**src/rtl/stream_burst_tx.sv**
```systemverilog
// Burst generator: takes a (base, len, step) command and emits len+1 beats on a
// valid/ready stream, with zero-bubble chaining of back-to-back commands.
module stream_burst_tx #(
  parameter int DATA_WIDTH = 32,
  parameter int LEN_WIDTH  = 8
) (
  input  logic                  clk,
  input  logic                  rst_n,
  input  logic                  cmd_valid,
  output logic                  cmd_ready,
  input  logic [DATA_WIDTH-1:0] cmd_base,
  input  logic [LEN_WIDTH-1:0]  cmd_len,
  input  logic [7:0]            cmd_step,
  output logic                  out_valid,
  input  logic                  out_ready,
  output logic [DATA_WIDTH-1:0] out_data,
  output logic                  out_last,
  output logic                  busy,
  output logic                  burst_done
);

  // state | meaning
  // IDLE  | no burst active, waiting for a command
  // SEND  | presenting beats of the current burst
  typedef enum logic {IDLE, SEND} state_t;

  state_t                state_r, state_nxt;
  logic [DATA_WIDTH-1:0] data_r, data_nxt;
  logic [LEN_WIDTH-1:0]  rem_r, rem_nxt;
  logic [7:0]            step_r, step_nxt;
  logic                  done_r;

  logic cmd_hs, out_hs, final_hs;

  // out_valid is decoded straight from state so async reset drops it at once
  assign out_valid  = (state_r == SEND);
  assign out_last   = out_valid && (rem_r == '0);
  assign busy       = out_valid;
  assign out_data   = data_r;
  assign burst_done = done_r;

  assign out_hs    = out_valid && out_ready;
  assign final_hs  = out_hs && out_last;
  assign cmd_ready = (state_r == IDLE) || final_hs;
  assign cmd_hs    = cmd_valid && cmd_ready;

  always_ff @(posedge clk or negedge rst_n) begin
    if (!rst_n) begin
      state_r <= IDLE;
      data_r  <= '0;
      rem_r   <= '0;
      step_r  <= '0;
      done_r  <= 1'b0;
    end else begin
      state_r <= state_nxt;
      data_r  <= data_nxt;
      rem_r   <= rem_nxt;
      step_r  <= step_nxt;
      done_r  <= final_hs;
    end
  end

  always_comb begin
    state_nxt = state_r;
    data_nxt  = data_r;
    rem_nxt   = rem_r;
    step_nxt  = step_r;
    if (cmd_hs) begin
      state_nxt = SEND;
      data_nxt  = cmd_base;
      rem_nxt   = cmd_len;
      step_nxt  = cmd_step;
    end else if (final_hs) begin
      state_nxt = IDLE;
    end else if (out_hs) begin
      data_nxt = data_r + DATA_WIDTH'(step_r);
      rem_nxt  = rem_r - 1'b1;
    end
  end

endmodule
```
**config.mk**
```make
export PLATFORM = sky130hd
export DESIGN_NAME = stream_burst_tx
export DESIGN_NICKNAME = d
export VERILOG_FILES = /design/src/rtl/stream_burst_tx.sv
export SDC_FILE = /design/constraint.sdc
export NUM_CORES = 1
export LEC_CHECK = 0
export BUFFER_PORTS_ARGS = -buffer_cell sky130_fd_sc_hd__buf_2
export CORE_ASPECT_RATIO = 0.8
export CORE_MARGIN = 2
export CORE_UTILIZATION = 33
export DETAILED_ROUTE_END_ITERATION = 10
export PLACE_DENSITY_LB_ADDON = 0.15
export SLEW_MARGIN = 5
export SYNTH_ARGS = -nofsm -noshare
export SYNTH_HDL_FRONTEND = slang
export SYNTH_SLANG_ARGS = --single-unit
```
**constraint.sdc**
```tcl
create_clock -name clk -period 5.65 [get_ports clk]
set_input_delay 0.2825 -clock clk [delete_from_list [all_inputs] [get_ports clk]]
set_output_delay 0.2825 -clock clk [all_outputs]
set_load 0.01 [all_outputs]
```
# After elaboration in Yosys (flattened, before gate mapping)
# Index checks and enable logic that the tools add are counted.
# word_totals
register_bits	50
inputBits	52
output_inout_bits	37
# op_classes
add_sub_neg	2
eq_ne	1
muxes	8
n_bitwise	1
n_reduce_logical	9
# op_table
op	n
two-way mux 32 bit	3
adder 32 x 8 -> 32 bit	1
two-way mux 8 bit	3
logical NOT 8 bit	1
subtractor 8 x 1 -> 8 bit (second input constant)	1
logical AND 1 bit	4
nonzero test 2 bit	2
two-way mux 1 bit	2
inequality test 2 bit (second input constant)	1
AND reduction 2 bit	1
logical OR 1 bit	1
NOT 1 bit	1

# Longest topological paths before layout
# logic_depth
ltp_word	7
depth_mapped	10
mapped_depth_nobuf	8

# Worst setup path after synthesis
# No wires, ideal clock.
# synth_path
path_kind	flip-flop to flip-flop
startpoint	register data_r[0], in the netlist out_data[0]
endpoint	register data_r[18], in the netlist out_data[18]
setup_ns	0.133
arrival_time_ns	2.573
path_slack_ns	2.944
path_stages_with_launch	10
path_buffers	1
path_cell_list	dfrtp_1 > ha_1 > fa_1 > a21o_1 > a2111oi_0 > a21o_1 > clkbuf_1 > nor3_1 > xnor2_1 > o21ai_0
# synth_via
elab_chain_len	4
# synth_rtl
element	line_no	source
from (decl)	28	logic [DATA_WIDTH-1:0] data_r, data_nxt;
from (signal assigned)	56	data_r <= data_nxt;
adder 32 x 8 -> 32 bit	76	data_nxt = data_r + DATA_WIDTH'(step_r);
two-way mux 32 bit	75	end else if (out_hs) begin
two-way mux 32 bit	73	end else if (final_hs) begin
two-way mux 32 bit	68	if (cmd_hs) begin
# Every way passes these cells. The select of a mux whose other input is x is not followed.
# A chain may end at the register's enable or synchronous reset.

# Worst setup path in the final report
# layout_path
startpoint	register data_r[0], in the netlist out_data[0]
endpoint	register data_r[20], in the netlist out_data[20]
# Same word-level chain as after synthesis.

==> results summary <==
Ranked by instance count, the synthesized netlist is headed by nand2_1 (71), dfrtp_1 (50), o21ai_0 (31), nor2_1 (30), xnor2_1 (18). The number of remaining DRC errors came out at 0. The number of max-slew violations in the final report is 0.

The number of nets handed over by synthesis was 427. The sequential share of the synthesized area is 0.411. The worst max-slew margin expressed relative to the limit is 0.552. The run finished with clean final reports. The instance count of the mapped netlist is 364. In the final layout, the share of cells above drive strength 1 is 0.249. The horizontal die dimension is 111 µm.

The number of placed instances, taps included came out at 552. Buffers placed on the I/O ports in this run total 88. For this design, the CTS-stage hold fixing added 0 buffers. Yosys attributes the largest share of cell area to dfrtp_1 (41%), nand2_1 (8.7%), xnor2_1 (5.2%). The leakage power of the design is 1.69 nW. Static timing analysis puts the maximum clock frequency at 353 MHz. The maximum root-to-sink buffer count is 2. The power per standard cell area came out at 458 nW/µm².

The initial utilization of the core area, before any placement, comes to 0.339. The buffer type at the clock tree root is clkbuf_16. The worst endpoint data arrival time came out at 2.99 ns. The detailed-route vias per instance came out at 5.10.

Detailed placement finished with a half-perimeter wire length of 5980 µm. The min-delay analysis places its worst path in the category in -> async. On the critical path the largest part of the delay comes from compound AO/OA/AOI/OAI gates.

The number of warnings issued by yosys is 0. Entering global routing, the biggest net connects 51 pins. In this run the cell area of the synthesized design comes to 3050 µm². The overall power of the completed layout came out at 1.70 mW. The final count of negative-setup-slack endpoints came out at 0. The slowest stage of the critical path is the a2111oi_0 cell. The critical path goes through ha_1 -> fa_1 -> a21o_1 -> a2111oi_0 -> a21o_1 -> nor3_1 -> xnor2_1 -> o21ai_0. By instance count, the cell type seen most on the critical path is a21o_1. The placement-stage worst setup slack is 2.78 ns. The total via count after detailed routing is 2,854. The number of antenna violations at the first check in global routing is 0. The number of gates resized after CTS was 0. In this run the cell area measured after placement is 3560 µm². The TritonCTS sink count is 50. Pin placement for this block handled 89 I/O pins. In this run the core area contains 31 standard-cell rows. Summed over all failing endpoints, the final setup total negative slack is 0 ns.

TritonCTS built the clock tree. The core region is 9000 µm². The total clock buffers created by CTS came out at 5. Setup slack closes at 2.82 ns. The area of the die is 10,000 µm². The largest total area in the synthesized netlist belongs to dfrtp_1. Across every metal layer, demand over resource in global routing totals 0.170. The cell with the most instances after synthesis is nand2_1. The number of global-route vias before repair came out at 2,700. The setup clock skew after layout is 0.00807 ns. Compared with the post-synthesis result, the final layout area differs by 21.8%. The final cycle utilization of the critical path came out at 0.501. The number of synthesized flops with an enable pin came out at 0.

The worst setup path is of the reg -> reg kind. The final weighted congestion in routability-driven placement came out at 0.797. The count of non-filler cells in the finished layout came out at 560.

The sum of routed wire length over all layers came out at 8420 µm. Setup repair after global routing left no endpoint under its margin. The clock-pin slew on the worst setup and hold paths came out at 0.07 ns.

The shortest period the worst path allows came out at 2.83 ns. The number of nets still failing antenna checks after routing is 0. At the pin with the least slew margin, the transition time is 0.655 ns.

The clock network latency to the later pin of the worst-skew pair is 0.29 ns. The maximum fanout along the worst path is 12. STA classifies the critical path endpoint as a flop. The biggest cell delay along the critical path is 0.58 ns.

The post-synthesis sequential element count came out at 50. Data on the critical path is required at its endpoint by 5.81 ns. The first-pass iteration count of the detailed router came out at 4.

The worst setup path is launched from a flop. Buffers added to address setup during post-CTS repair amount to 0. Counting flops with an async set or reset pin after synthesis yields a share of 1.00. Of the post-synthesis cell area, the dominant cell type holds 0.411. The routed wirelength normalized by instance count is 15.0 µm. The wire length of the first global-routing pass came out at 13,700 µm. VDD sags by at most 0.000167 V. The buffer and inverter count on the worst path came out at 0.

The count of antenna diodes in the layout came out at 0. The final hold violation count was 0. The residual overflow from global routing came out at 0.

The reported max-cap violation count is 0. In this run the vertical extent of the chip is 89.9 µm. The deepest level of the CTS H-tree came out at 2. The post-layout instance area came out at 3710 µm². Averaged over all synthesized cells, the footprint is 8.37 µm². The final-layout worst hold slack is 0.119 ns. The end-of-flow core utilization is 0.412. The net count of the finished layout is 507. For this run, the leading register cell type out of synthesis is dfrtp_1. The number of distinct library cells after synthesis is 49. For this block, the initial DRC count from the detailed router was 121.
## cells by family after synthesis
group | share of synthesized area
fa+ha+maj | 0.0476
buf+inv | 0.0448
simple gates | 0.260
compound gates | 0.179
flops | 0.411
xor+xnor | 0.0575
## layout make-up
type	instances	area, µm²
Clock buffer	7	143
Clock inverter	1	5.00
Fill cell	934	5290
Inverter	10	37.5
Multi-Input combinational cell	285	1660
Sequential cell	50	1250
Tap cell	115	144
Timing Repair Buffer	92	470
## where the power goes
| group | internal [mW] | switching [mW] |
|---|---|---|
| Clock | 0.176 | 0.136 |
| Sequential | 0.501 | 0.170 |
| Combinational | 0.317 | 0.400 |
| Total | 0.995 | 0.705 |
## worst paths after layout
path                                         startpoint                        to  slack [ns]  depth (start not counted)
worst min-delay path                              rst_n  out_data[23]$_DFFE_PN0P_        0.12                          2
max in group asynchronous                         rst_n     step_r[3]$_DFFE_PN0P_        5.09                          2
worst min register to register    step_r[7]$_DFFE_PN0P_     step_r[7]$_DFFE_PN0P_        0.49                          2
min in group clk                            cmd_step[0]     step_r[0]$_DFFE_PN0P_        0.18                          3
worst max register to register  out_data[0]$_DFFE_PN0P_  out_data[20]$_DFFE_PN0P_        2.82                          8
worst max-delay path            out_data[0]$_DFFE_PN0P_  out_data[20]$_DFFE_PN0P_        2.82                          8
## sequential cells by signal (all words and copies together) (netlist names)
register	count
burst_done	1
busy	1
step_r	8
rem_r	8
out_data	32
## placed cells by master (no fill, tap or decap), types with 4 or more instances in the layout
| master | instances |
|---|---|
| buf_4 | 4 |
| buf_2 | 88 |
| nand3_1 | 12 |
| nor2_1 | 30 |
| a31oi_1 | 9 |
| dfrtp_1 | 50 |
| nand4_1 | 4 |
| o31ai_1 | 4 |
| nor3_1 | 9 |
| ha_1 | 10 |
| a21o_1 | 5 |
| inv_1 | 10 |
| o21ai_0 | 31 |
| clkbuf_16 | 5 |
| xnor2_1 | 18 |
| nand2_1 | 71 |
| or4_1 | 5 |
| or3_1 | 4 |
| and3_1 | 6 |
| a21oi_1 | 17 |
| nor4_1 | 8 |
## per-layer routing
metal | global-route usage | routed length (µm) | vias to the layer above
met3 | 0.0364 | 411 | 7
li1 | - | - | 1451
met1 | 0.265 | 4500 | 1321
met4 | 0.0340 | 67 | 0
met5 | 0 | 0 | -
met2 | 0.240 | 3440 | 75
No activity file was read; power rests on OpenSTA's default activity.
